--- src/rtl/cpu_trace_uart_tx.sv ---
// ============================================================================
// cpu_trace_uart_tx
//
// Purpose:
//   Debug trace streamer for the CPU top level. Each executed-instruction
//   strobe captures a snapshot {PC, read_a, read_b} into a small FIFO. The
//   FIFO is drained by an 8N1 UART transmitter that sends one 5-byte packet
//   per snapshot:
//       header (0xA5), PC, read_a, read_b, checksum (PC ^ read_a ^ read_b)
//   The FIFO decouples the CPU clock rate from the baud rate. When the FIFO
//   is full, new snapshots are dropped and counted. The CPU is never stalled.
//
// Parameters:
//   CLK_FREQ    system clock frequency in Hz
//   BAUD        serial bit rate; CLK_FREQ/BAUD clocks per bit (must be >= 2)
//   FIFO_DEPTH  snapshot entries (power of two, >= 2)
//
// Ports:
//   clk          system clock
//   rst          asynchronous, active-high reset
//   trace_valid  single-cycle strobe: capture the current snapshot
//   pc_addr      PC value to record
//   read_a       register port A value to record
//   read_b       register port B value to record
//   HALT_flag    CPU halted (used only when TRACE_HALT_MARK_EN is defined)
//   UART_tx      serial line, idle high
//   tx_busy      high while a frame is in flight or the FIFO holds entries
//   drop_count   saturating count of snapshots lost to a full FIFO
//
// Build option:
//   TRACE_HALT_MARK_EN  when defined, a rising edge on HALT_flag enqueues a
//                       marker packet whose header is 0x5A instead of 0xA5.
//                       The header choice travels as a 25th FIFO bit.
// ============================================================================
module cpu_trace_uart_tx #(
    parameter int CLK_FREQ   = 100000000,
    parameter int BAUD       = 115200,
    parameter int FIFO_DEPTH = 8
) (
    input  logic       clk,
    input  logic       rst,
    input  logic       trace_valid,
    input  logic [7:0] pc_addr,
    input  logic [7:0] read_a,
    input  logic [7:0] read_b,
    input  logic       HALT_flag,
    output logic       UART_tx,
    output logic       tx_busy,
    output logic [7:0] drop_count
);

    localparam int CLKS_PER_BIT = CLK_FREQ / BAUD;
    localparam int BAUD_W       = (CLKS_PER_BIT > 1) ? $clog2(CLKS_PER_BIT) : 1;
    localparam int PTR_W        = (FIFO_DEPTH > 1) ? $clog2(FIFO_DEPTH) : 1;

`ifdef TRACE_HALT_MARK_EN
    localparam int         ENTRY_W  = 25;
    localparam logic [7:0] HDR_HALT = 8'h5A;
`else
    localparam int         ENTRY_W  = 24;
`endif
    localparam logic [7:0] HDR_TRACE = 8'hA5;

    localparam logic [BAUD_W-1:0] BIT_LAST   = BAUD_W'(CLKS_PER_BIT - 1);
    localparam logic [PTR_W:0]    FULL_COUNT = (PTR_W + 1)'(FIFO_DEPTH);

    typedef enum logic [1:0] {
        S_IDLE,
        S_START,
        S_DATA,
        S_STOP
    } state_t;

    // ------------------------------------------------------------------
    // Snapshot FIFO storage and bookkeeping
    // ------------------------------------------------------------------
    logic [ENTRY_W-1:0] r_mem [FIFO_DEPTH];
    logic [PTR_W-1:0]   r_wrPtr;
    logic [PTR_W-1:0]   r_rdPtr;
    logic [PTR_W:0]     r_count;

    logic               w_full;
    logic               w_empty;
    logic               w_push;
    logic               w_pop;
    logic [ENTRY_W-1:0] w_pushData;
    logic [1:0]         w_dropInc;

    // Transmitter state
    state_t             r_state;
    state_t             w_stateNext;
    logic [BAUD_W-1:0]  r_baudCnt;
    logic [BAUD_W-1:0]  w_baudCntNext;
    logic [2:0]         r_bitIdx;
    logic [2:0]         w_bitIdxNext;
    logic [2:0]         r_byteIdx;
    logic [2:0]         w_byteIdxNext;
    logic               r_tx;
    logic               w_txNext;
    logic [ENTRY_W-1:0] r_frame;
    logic [7:0]         w_header;
    logic [7:0]         w_curByte;
    logic               w_bitDone;

    logic [7:0]         r_dropCount;
    logic [8:0]         w_dropSum;

    // Full is judged on the registered occupancy, so a pop in the same
    // cycle never makes room for a push that arrives with a full FIFO.
    assign w_full  = (r_count == FULL_COUNT);
    assign w_empty = (r_count == '0);

    // ------------------------------------------------------------------
    // Capture: decide what (if anything) is written into the FIFO this
    // cycle, and how many snapshots are lost.
    // ------------------------------------------------------------------
`ifdef TRACE_HALT_MARK_EN
    logic r_haltPrev;
    logic w_haltRise;

    assign w_haltRise = HALT_flag & ~r_haltPrev;

    // Registered copy of HALT_flag for rising-edge detection.
    always_ff @(posedge clk or posedge rst) begin
        if (rst) begin
            r_haltPrev <= 1'b0;
        end else begin
            r_haltPrev <= HALT_flag;
        end
    end

    // A trace strobe always wins the single write slot; a halt marker that
    // lands on the same cycle is lost and counted like an overflow.
    always_comb begin
        w_push     = 1'b0;
        w_pushData = {1'b0, pc_addr, read_a, read_b};
        w_dropInc  = 2'd0;
        if (trace_valid) begin
            if (w_full) begin
                w_dropInc = 2'd1;
            end else begin
                w_push = 1'b1;
            end
            if (w_haltRise) begin
                w_dropInc = w_dropInc + 2'd1;
            end
        end else if (w_haltRise) begin
            w_pushData = {1'b1, pc_addr, read_a, read_b};
            if (w_full) begin
                w_dropInc = 2'd1;
            end else begin
                w_push = 1'b1;
            end
        end
    end
`else
    // HALT_flag has no role without the marker option.
    logic w_unused;
    assign w_unused = HALT_flag;

    // Only trace strobes write the FIFO; a strobe into a full FIFO is lost.
    always_comb begin
        w_push     = 1'b0;
        w_pushData = {pc_addr, read_a, read_b};
        w_dropInc  = 2'd0;
        if (trace_valid) begin
            if (w_full) begin
                w_dropInc = 2'd1;
            end else begin
                w_push = 1'b1;
            end
        end
    end
`endif

    // FIFO data array. Contents need no reset: the occupancy counter is
    // what defines which slots are valid.
    always_ff @(posedge clk) begin
        if (w_push) begin
            r_mem[r_wrPtr] <= w_pushData;
        end
    end

    // FIFO pointers wrap naturally at FIFO_DEPTH (power of two). The
    // occupancy counter is one bit wider so it can represent "full".
    always_ff @(posedge clk or posedge rst) begin
        if (rst) begin
            r_wrPtr <= '0;
            r_rdPtr <= '0;
            r_count <= '0;
        end else begin
            if (w_push) begin
                r_wrPtr <= r_wrPtr + PTR_W'(1);
            end
            if (w_pop) begin
                r_rdPtr <= r_rdPtr + PTR_W'(1);
            end
            case ({w_push, w_pop})
                2'b10:   r_count <= r_count + (PTR_W + 1)'(1);
                2'b01:   r_count <= r_count - (PTR_W + 1)'(1);
                default: r_count <= r_count;
            endcase
        end
    end

    // Lost-snapshot counter; sticks at 255 rather than wrapping so a host
    // can tell "many" from "a few".
    assign w_dropSum = {1'b0, r_dropCount} + {7'd0, w_dropInc};

    always_ff @(posedge clk or posedge rst) begin
        if (rst) begin
            r_dropCount <= 8'd0;
        end else if (w_dropSum[8]) begin
            r_dropCount <= 8'hFF;
        end else begin
            r_dropCount <= w_dropSum[7:0];
        end
    end

    // ------------------------------------------------------------------
    // Packet byte selection from the frame register
    // ------------------------------------------------------------------
`ifdef TRACE_HALT_MARK_EN
    assign w_header = r_frame[24] ? HDR_HALT : HDR_TRACE;
`else
    assign w_header = HDR_TRACE;
`endif

    always_comb begin
        w_curByte = w_header;
        case (r_byteIdx)
            3'd0:    w_curByte = w_header;
            3'd1:    w_curByte = r_frame[23:16];
            3'd2:    w_curByte = r_frame[15:8];
            3'd3:    w_curByte = r_frame[7:0];
            default: w_curByte = r_frame[23:16] ^ r_frame[15:8] ^ r_frame[7:0];
        endcase
    end

    assign w_bitDone = (r_baudCnt == BIT_LAST);

    // ------------------------------------------------------------------
    // Transmitter FSM: state, counter and line registers. The serial line
    // is registered so it is glitch-free; it therefore follows the state
    // by one clock, which is why the start bit appears two clocks after
    // the capturing edge.
    // ------------------------------------------------------------------
    always_ff @(posedge clk or posedge rst) begin
        if (rst) begin
            r_state   <= S_IDLE;
            r_baudCnt <= '0;
            r_bitIdx  <= 3'd0;
            r_byteIdx <= 3'd0;
            r_tx      <= 1'b1;
            r_frame   <= '0;
        end else begin
            r_state   <= w_stateNext;
            r_baudCnt <= w_baudCntNext;
            r_bitIdx  <= w_bitIdxNext;
            r_byteIdx <= w_byteIdxNext;
            r_tx      <= w_txNext;
            if (w_pop) begin
                r_frame <= r_mem[r_rdPtr];
            end
        end
    end

    // Transmitter FSM: next-state, counters, FIFO pop and line level.
    // Each bit (start, data, stop) occupies exactly CLKS_PER_BIT clocks;
    // bytes of a packet follow each other with no idle gap, and a new
    // packet can only start from IDLE, giving one idle clock between
    // packets.
    always_comb begin
        w_stateNext   = r_state;
        w_baudCntNext = r_baudCnt;
        w_bitIdxNext  = r_bitIdx;
        w_byteIdxNext = r_byteIdx;
        w_pop         = 1'b0;
        w_txNext      = 1'b1;

        case (r_state)
            S_IDLE: begin
                w_baudCntNext = '0;
                w_bitIdxNext  = 3'd0;
                if (!w_empty) begin
                    w_pop         = 1'b1;
                    w_byteIdxNext = 3'd0;
                    w_stateNext   = S_START;
                end
            end

            S_START: begin
                w_txNext = 1'b0;
                if (w_bitDone) begin
                    w_baudCntNext = '0;
                    w_bitIdxNext  = 3'd0;
                    w_stateNext   = S_DATA;
                end else begin
                    w_baudCntNext = r_baudCnt + BAUD_W'(1);
                end
            end

            S_DATA: begin
                w_txNext = w_curByte[r_bitIdx];
                if (w_bitDone) begin
                    w_baudCntNext = '0;
                    if (r_bitIdx == 3'd7) begin
                        w_stateNext = S_STOP;
                    end else begin
                        w_bitIdxNext = r_bitIdx + 3'd1;
                    end
                end else begin
                    w_baudCntNext = r_baudCnt + BAUD_W'(1);
                end
            end

            S_STOP: begin
                w_txNext = 1'b1;
                if (w_bitDone) begin
                    w_baudCntNext = '0;
                    if (r_byteIdx < 3'd4) begin
                        w_byteIdxNext = r_byteIdx + 3'd1;
                        w_stateNext   = S_START;
                    end else begin
                        w_stateNext = S_IDLE;
                    end
                end else begin
                    w_baudCntNext = r_baudCnt + BAUD_W'(1);
                end
            end

            default: begin
                w_stateNext = S_IDLE;
            end
        endcase
    end

    // ------------------------------------------------------------------
    // Outputs
    // ------------------------------------------------------------------
    assign UART_tx    = r_tx;
    assign tx_busy    = (r_state != S_IDLE) | ~w_empty;
    assign drop_count = r_dropCount;

endmodule
--- config.mk ---
export PLATFORM = sky130hd
export DESIGN_NAME = cpu_trace_uart_tx
export DESIGN_NICKNAME = d
export VERILOG_FILES = /design/src/rtl/cpu_trace_uart_tx.sv
export SDC_FILE = /design/constraint.sdc
export NUM_CORES = 1
export LEC_CHECK = 0
export ABC_AREA = 1
export CORE_UTILIZATION = 42
export DETAILED_ROUTE_END_ITERATION = 6
export MAX_ROUTING_LAYER = met4
export SYNTH_ARGS = -nofsm -noshare
export SYNTH_HDL_FRONTEND = slang
export SYNTH_SLANG_ARGS = --single-unit
--- constraint.sdc ---
create_clock -name clk -period 5.5 [get_ports clk]
set_clock_uncertainty 0.1 [all_clocks]
set_input_delay 0.55 -clock clk [delete_from_list [all_inputs] [get_ports clk]]
set_output_delay 0.55 -clock clk [all_outputs]
set_load 0.05 [all_outputs]
==> impl_results.html, run 1 <==
<table>
<tr><th>Metric</th><th>Value</th></tr>
<tr><th colspan="2">Outcome</th></tr>
<tr><td>Run status</td><td>finished, final reports clean</td></tr>
<tr><th colspan="2">Power</th></tr>
<tr><td>Leakage power of the design</td><td>5.09 nW</td></tr>
<tr><td>Net switching share of the total power</td><td>0.247</td></tr>
<tr><td>Internal Pwr Total</td><td>0.00348 W</td></tr>
<tr><td>Reg power frac</td><td>0.517</td></tr>
<tr><td>Total power per unit cell area</td><td>369 nW/um2</td></tr>
<tr><td>Worst IR drop on VDD</td><td>0.214 mV</td></tr>
<tr><td>Share of power burned in combinational logic</td><td>0.108</td></tr>
<tr><td>Clock Power Share</td><td>0.375</td></tr>
<tr><td>Power spent charging and discharging nets</td><td>0.00114 W</td></tr>
<tr><th colspan="2">Routing</th></tr>
<tr><td>Number of nets with antenna violations after detailed routing</td><td>0</td></tr>
<tr><td>DRC violations left</td><td>0</td></tr>
<tr><td>Drt first pass iters</td><td>4</td></tr>
<tr><td>DR WL/cell</td><td>16.6 um</td></tr>
<tr><td>Via count</td><td>6789</td></tr>
<tr><td>Iteration-0 DRC count of the detailed router</td><td>450</td></tr>
<tr><td>Vias per inst</td><td>5.12</td></tr>
<tr><td>Routed wire length</td><td>22100 um</td></tr>
<tr><th colspan="2">Worst setup path</th></tr>
<tr><td>Crit Path Max Fanout</td><td>6</td></tr>
<tr><td>Arrival time worst endpoint</td><td>2.45 ns</td></tr>
<tr><td>Required @ worst endpoint</td><td>4.85 ns</td></tr>
<tr><td>Worst setup EP type</td><td>output pin</td></tr>
<tr><td>Kind of critical path</td><td>reg2out</td></tr>
<tr><td>Reg2reg start</td><td>r_state[0]</td></tr>
<tr><td>Launching instance or port of the critical path</td><td>r_state[0]</td></tr>
<tr><td>Crit start category</td><td>register</td></tr>
<tr><th colspan="2">STA</th></tr>
<tr><td>Sum Neg Setup Slack</td><td>0 ns</td></tr>
<tr><td>Pin slew with the least headroom to its limit</td><td>1.06 ns</td></tr>
<tr><td>Max-slew headroom</td><td>0.291</td></tr>
<tr><td>Final setup violation count</td><td>0</td></tr>
<tr><td>Final clock period utilization by the worst path</td><td>0.564</td></tr>
<tr><td>Fmax</td><td>322 MHz</td></tr>
<tr><td>Least setup slack across all paths after layout</td><td>2.40 ns</td></tr>
<tr><td>Hold slack final</td><td>0.303 ns</td></tr>
<tr><td>Max Transition Viols Final</td><td>0</td></tr>
<tr><td>Unrepaired setup endpoints after global routing</td><td>no</td></tr>
<tr><td>Number of hold violations in the final report</td><td>0</td></tr>
<tr><td>Min cycle time layout</td><td>3.10 ns</td></tr>
<tr><th colspan="2">Final layout</th></tr>
<tr><td>Share of final-layout standard cells stronger than drive strength 1</td><td>0.0763</td></tr>
<tr><td>Final net count</td><td>1023</td></tr>
<tr><td>Layout Area Growth over Synthesis</td><td>14.1%</td></tr>
<tr><td>Diodes inserted</td><td>0</td></tr>
<tr><th colspan="2">Global route</th></tr>
<tr><td>Vias in the first global route</td><td>6621</td></tr>
<tr><td>Overall Global Routing Usage</td><td>0.180</td></tr>
<tr><td>Initial antenna violation count</td><td>0</td></tr>
<tr><td>Wire length of the first global-routing pass</td><td>35900 um</td></tr>
<tr><td>Leftover overflow at the end of global routing</td><td>0</td></tr>
<tr><td>Largest net degree at the start of global routing</td><td>58</td></tr>
<tr><th colspan="2">CTS</th></tr>
<tr><td>Clock transition at the registers of the reported paths</td><td>0.06 ns</td></tr>
<tr><td>Hold Buf Count CTS</td><td>0</td></tr>
<tr><td>CTS tree</td><td>built</td></tr>
<tr><td>Total number of clock tree sinks</td><td>253</td></tr>
<tr><td>Maximum clock path buffer count</td><td>3</td></tr>
<tr><td>Post-CTS resize count</td><td>0</td></tr>
<tr><td>Clk_lat worst skew</td><td>0.55 ns</td></tr>
<tr><td>Buffers inserted by post-CTS timing repair</td><td>0</td></tr>
<tr><td>CTS Buf Count</td><td>27</td></tr>
<tr><td>H-tree Lvls</td><td>1</td></tr>
<tr><td>Cell at the root of the clock tree</td><td>clkbuf_16</td></tr>
<tr><th colspan="2">Floorplanning</th></tr>
<tr><td>Height of the die</td><td>164 um</td></tr>
<tr><td>Core area</td><td>25400 um2</td></tr>
<tr><td>Number of primary I/O pins</td><td>38</td></tr>
<tr><td>Die width</td><td>164 um</td></tr>
<tr><td>Num rows</td><td>58</td></tr>
<tr><td>Initial core utilization</td><td>0.432</td></tr>
<tr><td>Full die area</td><td>26800 um2</td></tr>
<tr><th colspan="2">Synth</th></tr>
<tr><td>Number of enable flip-flop cells after synthesis</td><td>192</td></tr>
<tr><td>Register area share after synthesis</td><td>0.664</td></tr>
<tr><td>Post-Synthesis Cells</td><td>934</td></tr>
<tr><td>Post-Synthesis Net Count</td><td>982</td></tr>
<tr><td>Cell type contributing the most total cell area after synthesis</td><td>edfxtp_1</td></tr>
<tr><td>Portion of synthesized cell area occupied by the leading cell type</td><td>0.525</td></tr>
<tr><td>Compound-gate portion of the synthesized area</td><td>0.108</td></tr>
<tr><td>Fraction of the mapped netlist area in simple logic gates</td><td>0.0924</td></tr>
<tr><td>Main combinational cell family by area after synthesis</td><td>compound AO/OA/AOI/OAI gates</td></tr>
<tr><td>Number of distinct standard cells referenced by the synthesized netlist</td><td>39</td></tr>
<tr><td>Yosys warning count</td><td>0</td></tr>
<tr><td>Area share of fa/ha/maj cells after synthesis</td><td>0.0228</td></tr>
<tr><td>Dominant synthesized flop cell</td><td>edfxtp_1</td></tr>
<tr><td>Fraction of synthesis flops using an asynchronous set or reset pin</td><td>0.241</td></tr>
<tr><td>Synth top cells by count</td><td>192 x edfxtp_1, 119 x inv_1, 108 x nand2_1</td></tr>
<tr><td>Most area-consuming cells after synthesis</td><td>edfxtp_1 53%, dfrtp_1 14%, mux2i_1 4.4%</td></tr>
<tr><td>Area share of xor/xnor cells in the synthesized design</td><td>0.00718</td></tr>
<tr><td>Share of synthesized area spent on multiplexers</td><td>0.0438</td></tr>
<tr><td>Dominant cell by count in the synthesized netlist</td><td>edfxtp_1</td></tr>
<tr><td>Cell area after synthesis</td><td>11000 um2</td></tr>
<tr><td>Mean instance size in the synthesized netlist</td><td>11.8 um2</td></tr>
<tr><td>Post-synthesis sequential element count</td><td>253</td></tr>
<tr><th colspan="2">Placement</th></tr>
<tr><td>Count of buffers inserted at the top-level ports</td><td>36</td></tr>
<tr><td>Gpl congestion</td><td>0.845</td></tr>
<tr><td>Detailed-placement wirelength estimate</td><td>12900 um</td></tr>
<tr><td>Worst slack after detailed placement</td><td>2.48 ns</td></tr>
<tr><th colspan="2">Min path</th></tr>
<tr><td>Worst hold path class</td><td>in2async</td></tr>
<tr><th colspan="2">Job</th></tr>
<tr><td>Max_cap viols</td><td>0</td></tr>
</table>
==> registers in the layout (all words and copies together), names as in the netlist <==
signal / flops
r_mem: 192
r_frame: 24
r_baudCnt: 10
drop_count: 8
r_count: 4
r_bitIdx: 3
r_byteIdx: 3
r_rdPtr: 3
r_wrPtr: 3
r_state: 2
UART_tx: 1
==> kinds of logic (layout without fill, tap and decap cells) <==
family,count (synthesis),after routing
flops,253,253
fa+ha+maj,20,20
mux,48,48
simple gates,234,234
buf+inv,158,220
compound gates,212,212
xor+xnor,9,9
==> placed cells by master (no fill, tap or decap), types with 9 or more instances in the layout <==
master / instances
edfxtp_1: 192
inv_1: 118
nand2_1: 108
o21ai_0: 84
a21oi_1: 60
nand3_1: 58
dfrtp_1: 58
mux2i_1: 48
nor2_1: 42
clkdlybuf4s50_1: 36
o211ai_1: 32
clkbuf_16: 29
o21ai_1: 20
ha_1: 20
buf_4: 15
clkbuf_1: 9
==> power groups by stage <==
stage               registers (W)  logic (W)  clock network, W
floorplan                 0.00246   0.000261                 0
global placement          0.00242   0.000502                 0
detailed placement        0.00243   0.000511                 0
CTS                       0.00239   0.000512           0.00176
global route              0.00241   0.000566           0.00185
finish                    0.00239   0.000499           0.00173
==> worst max-delay path: stages, from the launching register on <==
cell and delay [ns]:
dfrtp_1 0.44, inv_1 0.13, ha_1 0.23, inv_1 0.07, nor2_1 0.27, inv_1 0.08, clkdlybuf4s50_1 0.70
==> stage by stage <==
step | utilization | power [W] | instances | instance area, um2
5_1_grt | 0.493 | 0.00483 | 1326 | 12500
4_1_cts | 0.493 | 0.00467 | 1326 | 12500
2_1_floorplan | - | 0.00272 | 934 | 11000
6_report | 0.493 | 0.00462 | 1326 | 12500
3_5_place_dp | 0.459 | 0.00294 | 1276 | 11700
3_3_place_gp | 0.459 | 0.00292 | 1276 | 11700
==> worst paths after layout <==
kind / to / slack [ns] / cells past startpoint
max: tx_busy / 2.40 / 6
min: drop_count[2] / 0.30 / 2
max reg2reg: r_count[2] / 2.78 / 11
min reg2reg: r_baudCnt[0] / 0.39 / 1
max in group asynchronous: UART_tx / 4.08 / 3
min in group clk: r_baudCnt[0] / 0.39 / 1
==> metal layers <==
layer,wire length (um),share of wire,track usage,up-vias
li1,-,-,-,3355
met1,10400,0.47,0.240,3287
met2,10400,0.47,0.291,114
met3,843,0.038,0.0292,33
met4,469,0.021,0.0404,0
met5,0,0,-,-
==> area by class of cell <==
type | instances | area, um2
Sequential cell | 253 | 7300
Fill cell | 2278 | 12900
Tap cell | 330 | 413
Multi-Input combinational cell | 523 | 3030
Inverter | 119 | 447
Timing Repair Buffer | 51 | 473
Clock inverter | 9 | 62.6
Clock buffer | 41 | 801
(Power assumes the default switching activity.)
==> run 2, diff against run 1 <==
clock period = 2.6 ns   (was 5.5 ns; I/O delays follow)
==> run 2 against run 1 <==
  * Final area up 1.1%
  * Non-clock buffer count up 13
  * Count of clock-buffer cells in the layout down 5
  * Via count up 1.3%
  * Sequential cell count unchanged
  * Worst setup slack worse by 2.1 ns
  * Clock power up 110%
  * Wire length up 3.5%
==> impl_results.html, run 2 (synthesis results as in run 1) <==
<table>
<tr><th>Metric</th><th>Value</th></tr>
<tr><th colspan="2">Outcome</th></tr>
<tr><td>Run status</td><td>finished, final reports clean</td></tr>
<tr><th colspan="2">STA</th></tr>
<tr><td>Min cycle time layout</td><td>2.28 ns</td></tr>
<tr><td>Fmax</td><td>438 MHz</td></tr>
<tr><td>Sum Neg Setup Slack</td><td>0 ns (unchanged)</td></tr>
<tr><td>Least setup slack across all paths after layout</td><td>0.316 ns (-2.08 ns)</td></tr>
<tr><td>Pin slew with the least headroom to its limit</td><td>0.867 ns (-0.195 ns)</td></tr>
<tr><td>Max Transition Viols Final</td><td>0 (unchanged)</td></tr>
<tr><td>Number of hold violations in the final report</td><td>0 (unchanged)</td></tr>
<tr><td>Unrepaired setup endpoints after global routing</td><td>no</td></tr>
<tr><td>Final clock period utilization by the worst path</td><td>0.879</td></tr>
<tr><td>Final setup violation count</td><td>0 (unchanged)</td></tr>
<tr><td>Max-slew headroom</td><td>0.421 (+0.130)</td></tr>
<tr><td>Hold slack final</td><td>0.0129 ns (-0.290 ns)</td></tr>
<tr><th colspan="2">Worst setup path</th></tr>
<tr><td>Crit path depth</td><td>6 (unchanged)</td></tr>
<tr><td>Reg2Reg Capture Point</td><td>r_count[2]</td></tr>
<tr><td>Critical-path top delay cell</td><td>dfrtp_1</td></tr>
<tr><td>Cell depth of the worst flop-to-flop path</td><td>10 (-1)</td></tr>
<tr><td>Slowest stage delay, CP</td><td>0.44 ns (-0.26 ns)</td></tr>
<tr><td>Reg2reg start</td><td>r_state[0]</td></tr>
<tr><td>Crit Path Max Fanout</td><td>6 (unchanged)</td></tr>
<tr><td>Launching instance or port of the critical path</td><td>r_state[0]</td></tr>
<tr><td>Crit start category</td><td>register</td></tr>
<tr><td>End point of the critical path</td><td>tx_busy</td></tr>
<tr><td>Required @ worst endpoint</td><td>2.24 ns (-2.61 ns)</td></tr>
<tr><td>Kind of critical path</td><td>reg2out</td></tr>
<tr><td>Arrival time worst endpoint</td><td>1.92 ns (-0.53 ns)</td></tr>
<tr><td>Worst setup EP type</td><td>output pin</td></tr>
<tr><td>Chain of cells forming the critical path</td><td>inv_1 &gt; ha_1 &gt; inv_1 &gt; nor2_2 &gt; inv_1 &gt; clkbuf_2</td></tr>
<tr><td>Most frequent cell on the critical path</td><td>inv_1</td></tr>
<tr><td>Combined buffer and inverter count along the critical path</td><td>4 (unchanged)</td></tr>
<tr><td>R2R Setup Slk</td><td>0.39 ns (-2.39 ns)</td></tr>
<tr><td>Top Family by Delay on Critical Path</td><td>buffers and inverters</td></tr>
<tr><th colspan="2">Final layout</th></tr>
<tr><td>Layout Area Growth over Synthesis</td><td>15.3%</td></tr>
<tr><td>Final design area excluding fillers</td><td>12700 um2 (+1.1%)</td></tr>
<tr><td>Diodes inserted</td><td>0 (unchanged)</td></tr>
<tr><td>Share of final-layout standard cells stronger than drive strength 1</td><td>0.0882 (+0.0119)</td></tr>
<tr><td>Leading cell type in the layout, fill and taps excluded</td><td>edfxtp_1</td></tr>
<tr><td>Number of flip-flops in the largest register</td><td>192 (unchanged)</td></tr>
<tr><td>Largest Register</td><td>r_mem</td></tr>
<tr><td>Most frequent cells in the layout</td><td>192 x edfxtp_1, 118 x inv_1, 108 x nand2_1</td></tr>
<tr><td>Final net count</td><td>1036 (+1.3%)</td></tr>
<tr><td>Largest registers ranked by flip-flop count</td><td>r_mem x192, r_frame x24, r_baudCnt x10</td></tr>
<tr><th colspan="2">CTS</th></tr>
<tr><td>Clk_lat worst skew</td><td>0.55 ns (about the same)</td></tr>
<tr><td>Cell at the root of the clock tree</td><td>clkbuf_16</td></tr>
<tr><td>Clock transition at the registers of the reported paths</td><td>0.06 ns (about the same)</td></tr>
<tr><td>Maximum clock path buffer count</td><td>3 (unchanged)</td></tr>
<tr><td>H-tree Lvls</td><td>1 (unchanged)</td></tr>
<tr><td>CTS Buf Count</td><td>27 (unchanged)</td></tr>
<tr><td>Buffers inserted by post-CTS timing repair</td><td>0 (unchanged)</td></tr>
<tr><td>Total number of clock tree sinks</td><td>253 (unchanged)</td></tr>
<tr><td>CTS tree</td><td>built</td></tr>
<tr><th colspan="2">Floorplanning</th></tr>
<tr><td>Num rows</td><td>58 (unchanged)</td></tr>
<tr><td>Number of primary I/O pins</td><td>38 (unchanged)</td></tr>
<tr><td>Full die area</td><td>26800 um2 (unchanged)</td></tr>
<tr><td>Core area</td><td>25400 um2 (unchanged)</td></tr>
<tr><td>Initial core utilization</td><td>0.432 (unchanged)</td></tr>
<tr><td>Die width</td><td>164 um (unchanged)</td></tr>
<tr><td>Height of the die</td><td>164 um (unchanged)</td></tr>
<tr><th colspan="2">Placement</th></tr>
<tr><td>Count of buffers inserted at the top-level ports</td><td>36 (unchanged)</td></tr>
<tr><td>Cell area after placement</td><td>11800 um2 (+1.5%)</td></tr>
<tr><td>Detailed-placement wirelength estimate</td><td>13800 um (+7.3%)</td></tr>
<tr><td>Worst slack after detailed placement</td><td>0.309 ns (-2.17 ns)</td></tr>
<tr><td>Gpl congestion</td><td>0.862 (+1.9%)</td></tr>
<tr><th colspan="2">Min path</th></tr>
<tr><td>Worst hold path class</td><td>in2async</td></tr>
<tr><th colspan="2">Global route</th></tr>
<tr><td>Largest net degree at the start of global routing</td><td>55 (-5.2%)</td></tr>
<tr><td>Initial antenna violation count</td><td>0 (unchanged)</td></tr>
<tr><td>Wire length of the first global-routing pass</td><td>35800 um (-0.25%)</td></tr>
<tr><td>Overall Global Routing Usage</td><td>0.180 (about the same)</td></tr>
<tr><td>Vias in the first global route</td><td>6596 (-0.38%)</td></tr>
<tr><td>Leftover overflow at the end of global routing</td><td>0 (unchanged)</td></tr>
<tr><th colspan="2">Routing</th></tr>
<tr><td>Drt first pass iters</td><td>5 (+1)</td></tr>
<tr><td>Via count</td><td>6876 (+1.3%)</td></tr>
<tr><td>Number of nets with antenna violations after detailed routing</td><td>0 (unchanged)</td></tr>
<tr><td>Vias per inst</td><td>5.14 (+0.30%)</td></tr>
<tr><td>Iteration-0 DRC count of the detailed router</td><td>447 (-0.67%)</td></tr>
<tr><td>Routed wire length</td><td>22800 um (+3.5%)</td></tr>
<tr><td>DR WL/cell</td><td>17.1 um (+2.5%)</td></tr>
<tr><td>DRC violations left</td><td>0 (unchanged)</td></tr>
<tr><th colspan="2">Power</th></tr>
<tr><td>Total power per unit cell area</td><td>771 nW/um2 (+110%)</td></tr>
<tr><td>Total Power Consumption</td><td>0.00976 W (+110%)</td></tr>
<tr><td>Leakage power of the design</td><td>5.16 nW (+1.4%)</td></tr>
<tr><td>Worst IR drop on VDD</td><td>0.535 mV (+150%)</td></tr>
<tr><th colspan="2">Job</th></tr>
<tr><td>Max_cap viols</td><td>0 (unchanged)</td></tr>
</table>
-- run 2: worst register-to-register path: stages (launching register included) --
cell     delay, ns
dfrtp_1       0.44
inv_1         0.13
ha_1          0.24
nand2_1       0.12
inv_1         0.10
ha_1          0.22
xor2_1        0.27
ha_1          0.21
a21oi_1       0.05
xnor2_1       0.15
o21ai_0       0.08
-- run 2: how the worst min path moves through the flow --
| stage | endpoint | slack [ns] | depth (start not counted) |
|---|---|---|---|
| after floorplan | r_mem[0][0] | 0.26 | 0 |
| after global placement | r_baudCnt[0] | 0.38 | 1 |
| after detailed placement | r_baudCnt[0] | 0.38 | 1 |
| after CTS | r_wrPtr[0] | 0.02 | 2 |
| after global routing | r_wrPtr[0] | 0.07 | 2 |
| final | r_wrPtr[1] | 0.01 | 2 |
-- run 2: final cells by class --
type / count / area (um2)
sequential: 253 / 7300
timing repair buffer: 64 / 641
fill: 2288 / 12700
multi-input combinational: 523 / 3030
clock buffer: 36 / 719
tap: 330 / 413
inverter: 119 / 447
clock inverter: 14 / 109
-- run 2: routing by layer --
layer	GRT usage	part of all wire	vias to the layer above	routed length [um]
li1	-	-	3388	-
met2	0.294	0.48	104	11100
met3	0.0269	0.037	38	849
met1	0.238	0.46	3346	10500
met5	-	0	-	0
met4	0.0400	0.018	0	420
-- run 2: power breakdown --
group	internal (W)	switching [W]
Combinational	0.000371	0.000766
Sequential	0.00490	0.000151
Clock	0.00205	0.00152
Total	0.00733	0.00244
-- run 2: stage by stage --
stage,utilization,std cells
finish,0.498,1339
global route,0.498,1339
CTS,0.498,1339
detailed placement,0.466,1289
global placement,0.466,1289
floorplan,-,934
-- run 2: repair_timing --
item,in CTS,in global routing
resized for setup,1,3
hold buffers,0,0
endpoints found under the setup margin,1,1
